--- src/rtl/cdb_arbiter.sv ---
// Common data bus arbiter: each cycle grants up to N_LANE valid requesters in
// round-robin scan order and broadcasts their payloads on registered lanes.
module cdb_arbiter #(
  parameter int N_REQ     = 4,
  parameter int N_LANE    = 2,
  parameter int PAYLOAD_W = 48
) (
  input  logic                        clk,
  input  logic                        rst,
  input  logic                        flush,
  input  logic [N_REQ-1:0]            req_valid,
  input  logic [N_REQ*PAYLOAD_W-1:0]  req_payload,
  output logic [N_REQ-1:0]            req_ready,
  output logic [N_LANE-1:0]           cdb_valid,
  output logic [N_LANE*PAYLOAD_W-1:0] cdb_payload,
  output logic [N_REQ*16-1:0]         grant_cnt,
  output logic [15:0]                 conflict_cnt
);

  localparam int PTR_W = (N_REQ > 1) ? $clog2(N_REQ) : 1;

  logic [PTR_W-1:0]     rr_ptr;
  logic [PTR_W-1:0]     last_grant;
  logic [N_REQ-1:0]     grant;
  logic [N_LANE-1:0]    lane_hit;
  logic [PTR_W-1:0]     lane_sel [N_LANE];
  logic [PAYLOAD_W-1:0] req_pl   [N_REQ];
  logic [15:0]          gcnt     [N_REQ];
  int                   n_valid;

  always_comb begin
    for (int i = 0; i < N_REQ; i++) begin
      req_pl[i] = req_payload[i*PAYLOAD_W +: PAYLOAD_W];
    end
  end

  // Scan from rr_ptr around the ring; the k-th hit takes lane k.
  always_comb begin
    int idx;
    int n_grant;
    grant      = '0;
    lane_hit   = '0;
    last_grant = '0;
    n_grant    = 0;
    for (int l = 0; l < N_LANE; l++) begin
      lane_sel[l] = '0;
    end
    for (int k = 0; k < N_REQ; k++) begin
      idx = int'(rr_ptr) + k;
      if (idx >= N_REQ) idx = idx - N_REQ;
      for (int i = 0; i < N_REQ; i++) begin
        if (i == idx && req_valid[i] && n_grant < N_LANE && !flush && !rst) begin
          grant[i] = 1'b1;
          for (int l = 0; l < N_LANE; l++) begin
            if (l == n_grant) begin
              lane_sel[l] = PTR_W'(i);
              lane_hit[l] = 1'b1;
            end
          end
          last_grant = PTR_W'(i);
          n_grant    = n_grant + 1;
        end
      end
    end
  end

  assign req_ready = grant;
  assign n_valid   = $countones(req_valid);

  always_ff @(posedge clk) begin
    if (rst) begin
      cdb_valid    <= '0;
      cdb_payload  <= '0;
      rr_ptr       <= '0;
      conflict_cnt <= '0;
      for (int i = 0; i < N_REQ; i++) begin
        gcnt[i] <= '0;
      end
    end else begin
      cdb_valid <= lane_hit;
      // Idle lanes keep their last payload; only cdb_valid drops.
      for (int l = 0; l < N_LANE; l++) begin
        if (lane_hit[l]) cdb_payload[l*PAYLOAD_W +: PAYLOAD_W] <= req_pl[lane_sel[l]];
      end
      if (|grant) begin
        rr_ptr <= (last_grant == PTR_W'(N_REQ-1)) ? '0 : last_grant + 1'b1;
      end
      for (int i = 0; i < N_REQ; i++) begin
        if (grant[i] && gcnt[i] != 16'hFFFF) gcnt[i] <= gcnt[i] + 16'd1;
      end
      if (!flush && n_valid > N_LANE && conflict_cnt != 16'hFFFF) begin
        conflict_cnt <= conflict_cnt + 16'd1;
      end
    end
  end

  for (genvar g = 0; g < N_REQ; g++) begin : g_cnt_out
    assign grant_cnt[g*16 +: 16] = gcnt[g];
  end

endmodule

--- config.mk ---
export PLATFORM = sky130hd
export DESIGN_NAME = cdb_arbiter
export DESIGN_NICKNAME = d
export VERILOG_FILES = /design/src/rtl/cdb_arbiter.sv
export SDC_FILE = /design/constraint.sdc
export NUM_CORES = 1
export LEC_CHECK = 0
export ABC_AREA = 1
export CAP_MARGIN = 10
export CORE_UTILIZATION = 45
export CTS_BUF_LIST = sky130_fd_sc_hd__clkbuf_4 sky130_fd_sc_hd__clkbuf_8 sky130_fd_sc_hd__clkbuf_16
export CTS_CLUSTER_SIZE = 25
export DETAILED_ROUTE_END_ITERATION = 8
export PLACE_DENSITY = 0.78
export SYNTH_ARGS = -nofsm -noshare
export SYNTH_HDL_FRONTEND = slang
export SYNTH_SLANG_ARGS = --single-unit
--- constraint.sdc ---
create_clock -name clk -period 10 [get_ports clk]
set_clock_uncertainty 0.15 [all_clocks]
set_input_delay 1 -clock clk [delete_from_list [all_inputs] [get_ports clk]]
set_output_delay 1 -clock clk [all_outputs]
set_load 0.01 [all_outputs]
# After elaboration in Yosys (flattened, before gate mapping)
# Memories as Yosys holds them, arrays and structs flattened.
# Index checks and enable logic that the tools add are counted.
[totals]
in_bits = 199
regBits = 116
elab_cells = 353
output_inout_bits = 182
n_memories = 1
ramBits = 64
[mem_list]
columns = ["memory", "words", "word_bits", "read_ports", "rd_ports_with_merged_regs", "wr", "line_no", "rtl"]
rows = [
  ["gcnt", 4, 16, 4, 0, 4, "28", "logic [15:0] gcnt [N_REQ];"],
]
[classes]
magnitude_cmp = 22
n_mux = 165
bitwise = 6
addsub = 30
n_eq_ne = 33
n_reduce_logical = 91
[op_table]
columns = ["op", "n"]
rows = [
  ["equality test 2 x 32 -> 1 bit (first input constant)", 19],
  ["logical NOT 32 bit", 19],
  ["2-to-1 mux 32 bit", 18],
  ["less-than comparator 32 x 3 -> 1 bit (second input constant)", 15],
  ["adder 32 x 2 -> 32 bit (second input constant)", 14],
  ["equality test 3 x 32 -> 1 bit (first input constant)", 8],
  ["binary-select mux 48 bit (select 2 bit)", 2],
  ["2-to-1 mux 48 bit", 4],
  ["2-to-1 mux 2 bit", 58],
  ["adder 16 x 1 -> 16 bit (second input constant)", 5],
  ["!= test 16 bit (second input constant)", 5],
  ["logical AND 1 bit", 69],
  ["2-to-1 mux 1 bit", 64],
  ["2-to-1 mux 16 bit", 4],
  ["2-to-1 mux 4 bit", 14],
  [">= comparator 3 bit (second input constant)", 5],
  ["subtractor 3 x 3 -> 4 bit (second input constant)", 3],
  ["adder 2 x 2 -> 3 bit (second input constant)", 2],
  ["NOT 2 -> 3 bit", 2],
  ["adder 1 x 1 -> 2 bit", 2],
  ["OR 1 bit", 4],
  ["OR reduction 4 bit", 1],
  ["subtractor 2 x 3 -> 4 bit (second input constant)", 1],
  ["adder 2 x 1 -> 3 bit (second input constant)", 1],
  ["other kinds (7)", 8],
]

# Logic depth before layout (Yosys ltp)
[logic_depth]
word_depth = 87
depth_mapped = 70
depth_no_buf = 67

# Worst setup path before layout
# No wires, ideal clock.
[synth_timing]
path_type = "in2reg"
startpoint = "in rst"
endpoint = "mem gcnt[2][0] (enable)"
n_path_buf = 2
arrival_time_ns = 10.515
cell_stages = 59
setup_slack_ns = -1.030
cell_sequence = "buf_6 inv_2 nand2_2 nor2_1 inv_1 nor2_1 ha_1 nor2_1 nand2_1 fa_1 inv_1 ha_1 nand2_2 nand2_8 ha_1 inv_1 nand3_2 nand2_1 (+23 left out) nand2_2 inv_1 ha_1 inv_1 a31oi_4 ha_1 inv_1 nand4_1 nand2_1 inv_1 ha_1 inv_1 nand2_1 nand3_1 nand4_1 o21ai_1 clkbuf_1 nand2_1"
[synth_lines]
columns = ["item", "line_no", "rtl"]
rows = [
  ["start, declared", "9", "input logic rst,"],
  ["end, declared", "28", ""],
]

# Worst setup path in the final report
[layout_timing]
startpoint = "in req_valid[2]"
endpoint = "out req_ready[3]"
[layout_between]
elab_chain_len = 70
elab_cells_between_ends = 88
cone_classes = "12 x add/sub; 13 x order compare; 17 x mux; 46 x reduce/logical"
[layout_rtl]
columns = ["item", "line_no", "rtl"]
rows = [
  ["start, declared", "11", "input logic [N_REQ-1:0] req_valid,"],
  ["logical AND 1 bit (4 in series)", "52", "if (i == idx && req_valid[i] && n_grant < N_LANE && !flush && !rst) begin"],
  ["2-to-1 mux 32 bit", "52", ""],
  ["less-than comparator 32 x 3 -> 1 bit", "52", ""],
  ["logical AND 1 bit (3 in series)", "52", ""],
  ["2-to-1 mux 32 bit", "52", ""],
  ["less-than comparator 32 x 3 -> 1 bit", "52", ""],
  ["logical AND 1 bit (3 in series)", "52", ""],
  ["2-to-1 mux 32 bit", "52", ""],
  ["(+41 left out)", "-", ""],
  ["logical AND 1 bit (3 in series)", "52", ""],
  ["2-to-1 mux 32 bit", "52", ""],
  ["less-than comparator 32 x 3 -> 1 bit", "52", ""],
  ["logical AND 1 bit (3 in series)", "52", ""],
  ["2-to-1 mux 32 bit", "52", ""],
  ["less-than comparator 32 x 3 -> 1 bit", "52", ""],
  ["logical AND 1 bit (3 in series)", "52", ""],
  ["2-to-1 mux 1 bit (*)", "52", ""],
  ["end, declared", "13", "output logic [N_REQ-1:0] req_ready,"],
]
# Every way passes the cells marked *; elsewhere a longest branch is shown, timed or not.

==> results.ini <==
[outcome]
outcome=finished, final reports clean

[finish]
area_growth_syn_to_layout_pct=43.10
regArea_mm2=0.004244
multiInputGateArea_mm2=0.007770
drive_gt1_frac=0.1226
final_cell_count_no_fill=3154
final_cell_mix=510 x inv_1, 503 x nand3_1, 449 x nand2_1
nNetsFinal=2985
layout_commonest_cell=inv_1
nFillCells=2698

[timing]
slew_violations=0
fin_ws_ns=0.3327
setup_viol=0
fin_crit_ns=9.667
report.final.hold_viol_count=0
slew_headroom=0.5520
post-route-period-util=0.9667
max_freq_mhz=103.4
tightest_slew_ns=0.6719
hold_slack_ns=0.3543
setup_tns_ns=0

[global_routing]
grt_max_degree=65
grt_util_all_layers=0.3081
antenna_found_initial=6
grt_pass1_wl_um=81320
first_global_vias=15970
grt_overflow=0

[clock_network]
clk_latency_ns=0.45
postCtsHoldBufs=0
clockBufferDepth=2
clock-root-buffer=clkbuf_16
cts_tree=built
cts_max_level=4
cts_sinks=180
path_clk_slew_ns=0.07
cts_buffers=17

[floorplan]
start_util=0.4576
ioPinCount=381
die_h_um=181.1
core_mm2=0.03156
fp.dieW_um=181.1
dieArea_mm2=0.03281
rows=65

[min_path]
hold-path-endpoint=conflict_cnt[13]
hp-class=flop to flop
hold_start=conflict_cnt[13]
whs_path_depth=2

[yosys]
ys_async_sr_fraction=0
synth_area_mm2=0.01444
synth.avg_cell_area_um2=6.327
synth_edf_count=64
synth_cell_types=52
ys_ff_latch=180
synth.net_count=2530
synthCells=2282
synth_flop_cell=dfxtp_1
yosysSeqAreaShare=0.2939
synth_warnings=0

[setup_path]
timing.rr.start=rr_ptr[1]
crit_fanout=4
crit_buf_inv=19
cpMostUsedCell=inv_2
worstPathRequired_ns=8.85
reg2reg_depth=65
arrival_ns=8.52
startpoint_type=input port
cp-end-kind=output pin
timing.rr.end=cdb_payload[78]
cp_top_family=adder cells
critPathMaxStageDelay_ns=0.55
path_class=input port to output pin
reg2reg_slack_ns=0.69
slowest_stage=fa_2

[place]
dp_hpwl_um=37830
portBuffers=380
place.gp.congestion=0.9497
placedCellCount=3116
pre_cts_slack_ns=-0.6583

[routing]
viasPerCell=5.276
wl_per_cell_um=16.35
ant_nets=0
dr.first_iter.drc_count=1356
drc=0
vias=16640
finalWirelength_um=51580
drtPass1Iterations=8

[pwr]
cellLeakagePower_uw=0.01073
powerDensity_mw_per_mm2=211.2
ir_worst_vdd_mv=0.1298
p_total_uw=4363

[flow_run]
drv_cap=0

worst max-delay path by stage:
stage / endpoint / cells after the start / start
detailed placement: req_ready[3] / 60 / rst
global placement: req_ready[3] / 58 / rst
CTS: req_ready[3] / 58 / rst
global route: req_ready[3] / 56 / req_valid[0]
finish: req_ready[3] / 54 / req_valid[2]
floorplan: req_ready[3] / 58 / rst
routing by layer:
layer,wire [um],up-vias,GRT usage
met5,49,-,0
met4,2229,8,0.1512
met3,4417,147,0.06269
met2,24070,873,0.5149
met1,20810,7561,0.3766
li1,-,8050,-
synthesized netlist by cell type (all sizes together) (2+ instances only):
cell type,number,share of area
nor2,112,0.032
a21oi,37,0.013
nor3,31,0.011
nand2,485,0.13
xor2,23,0.017
xnor2,6,0.0036
a31oi,4,0.0028
a31o,2,0.0012
fa,2,0.0028
clkbuf,26,0.0073
nand4,20,0.0087
inv,532,0.14
dfxtp,116,0.16
ha,47,0.041
clkinv,2,0.00052
edfxtp,64,0.13
nand3b,3,0.0021
buf,91,0.042
o21ai,120,0.042
nor3b,12,0.0062
nor4,5,0.0022
o211ai,3,0.0025
a211oi,2,0.0010
nand3,524,0.19
or2,6,0.0026
worst min-delay path: stages (launching register included):
cell and delay [ns]:
dfxtp_1 0.34, inv_1 0.07, a21oi_1 0.05
cell families after synthesis:
group | count (synthesis) | share of synthesized area
AOI/OAI and AO/OA | 171 | 0.06438
xor gates and xnor gates | 30 | 0.02227
adders and majority gates | 49 | 0.04350
buffers and inverters | 651 | 0.1881
DFF | 180 | 0.2939
and+or+nand+nor | 1201 | 0.3878
per-stage QoR:
step	utilization	instance area (um2)
finish	0.6548	20660
global route	0.6547	20660
CTS	0.6510	20540
detailed placement	0.6289	19850
global placement	0.6289	19850
floorplan	-	14560
repair_timing:
item | 4_1_cts | 5_1_grt
setup buffers | 3 | 1
gates resized for setup | 26 | 34
setup endpoints to repair | 11 | 102
pin swaps | 9 | 16
hold endpoints to repair | 0 | 0
cell type report:
| type | count | share of cell area |
|---|---|---|
| inverter | 534 | 0.09749 |
| clock inverter | 12 | 0.009870 |
| timing repair buffer | 553 | 0.2652 |
| multi-input combinational | 1451 | 0.3760 |
| antenna | 3 | 0.0003633 |
| clock buffer | 19 | 0.02132 |
| tap | 402 | 0.02434 |
| sequential | 180 | 0.2054 |
state kept, by name, summed over array words and instances (netlist names):
| register | count |
|---|---|
| gcnt | 64 |
| cdb_valid | 2 |
| cdb_payload | 96 |
| rr_ptr | 2 |
| conflict_cnt | 16 |
power by group:
part           switching [uW]  leakage [uW]  internal (uW)
Sequential                140       0.00162            979
Combinational            1360       0.00880           1120
Clock                     313      0.000310            450
Total                    1810        0.0107           2550
Power figures use the tool's default switching activity.
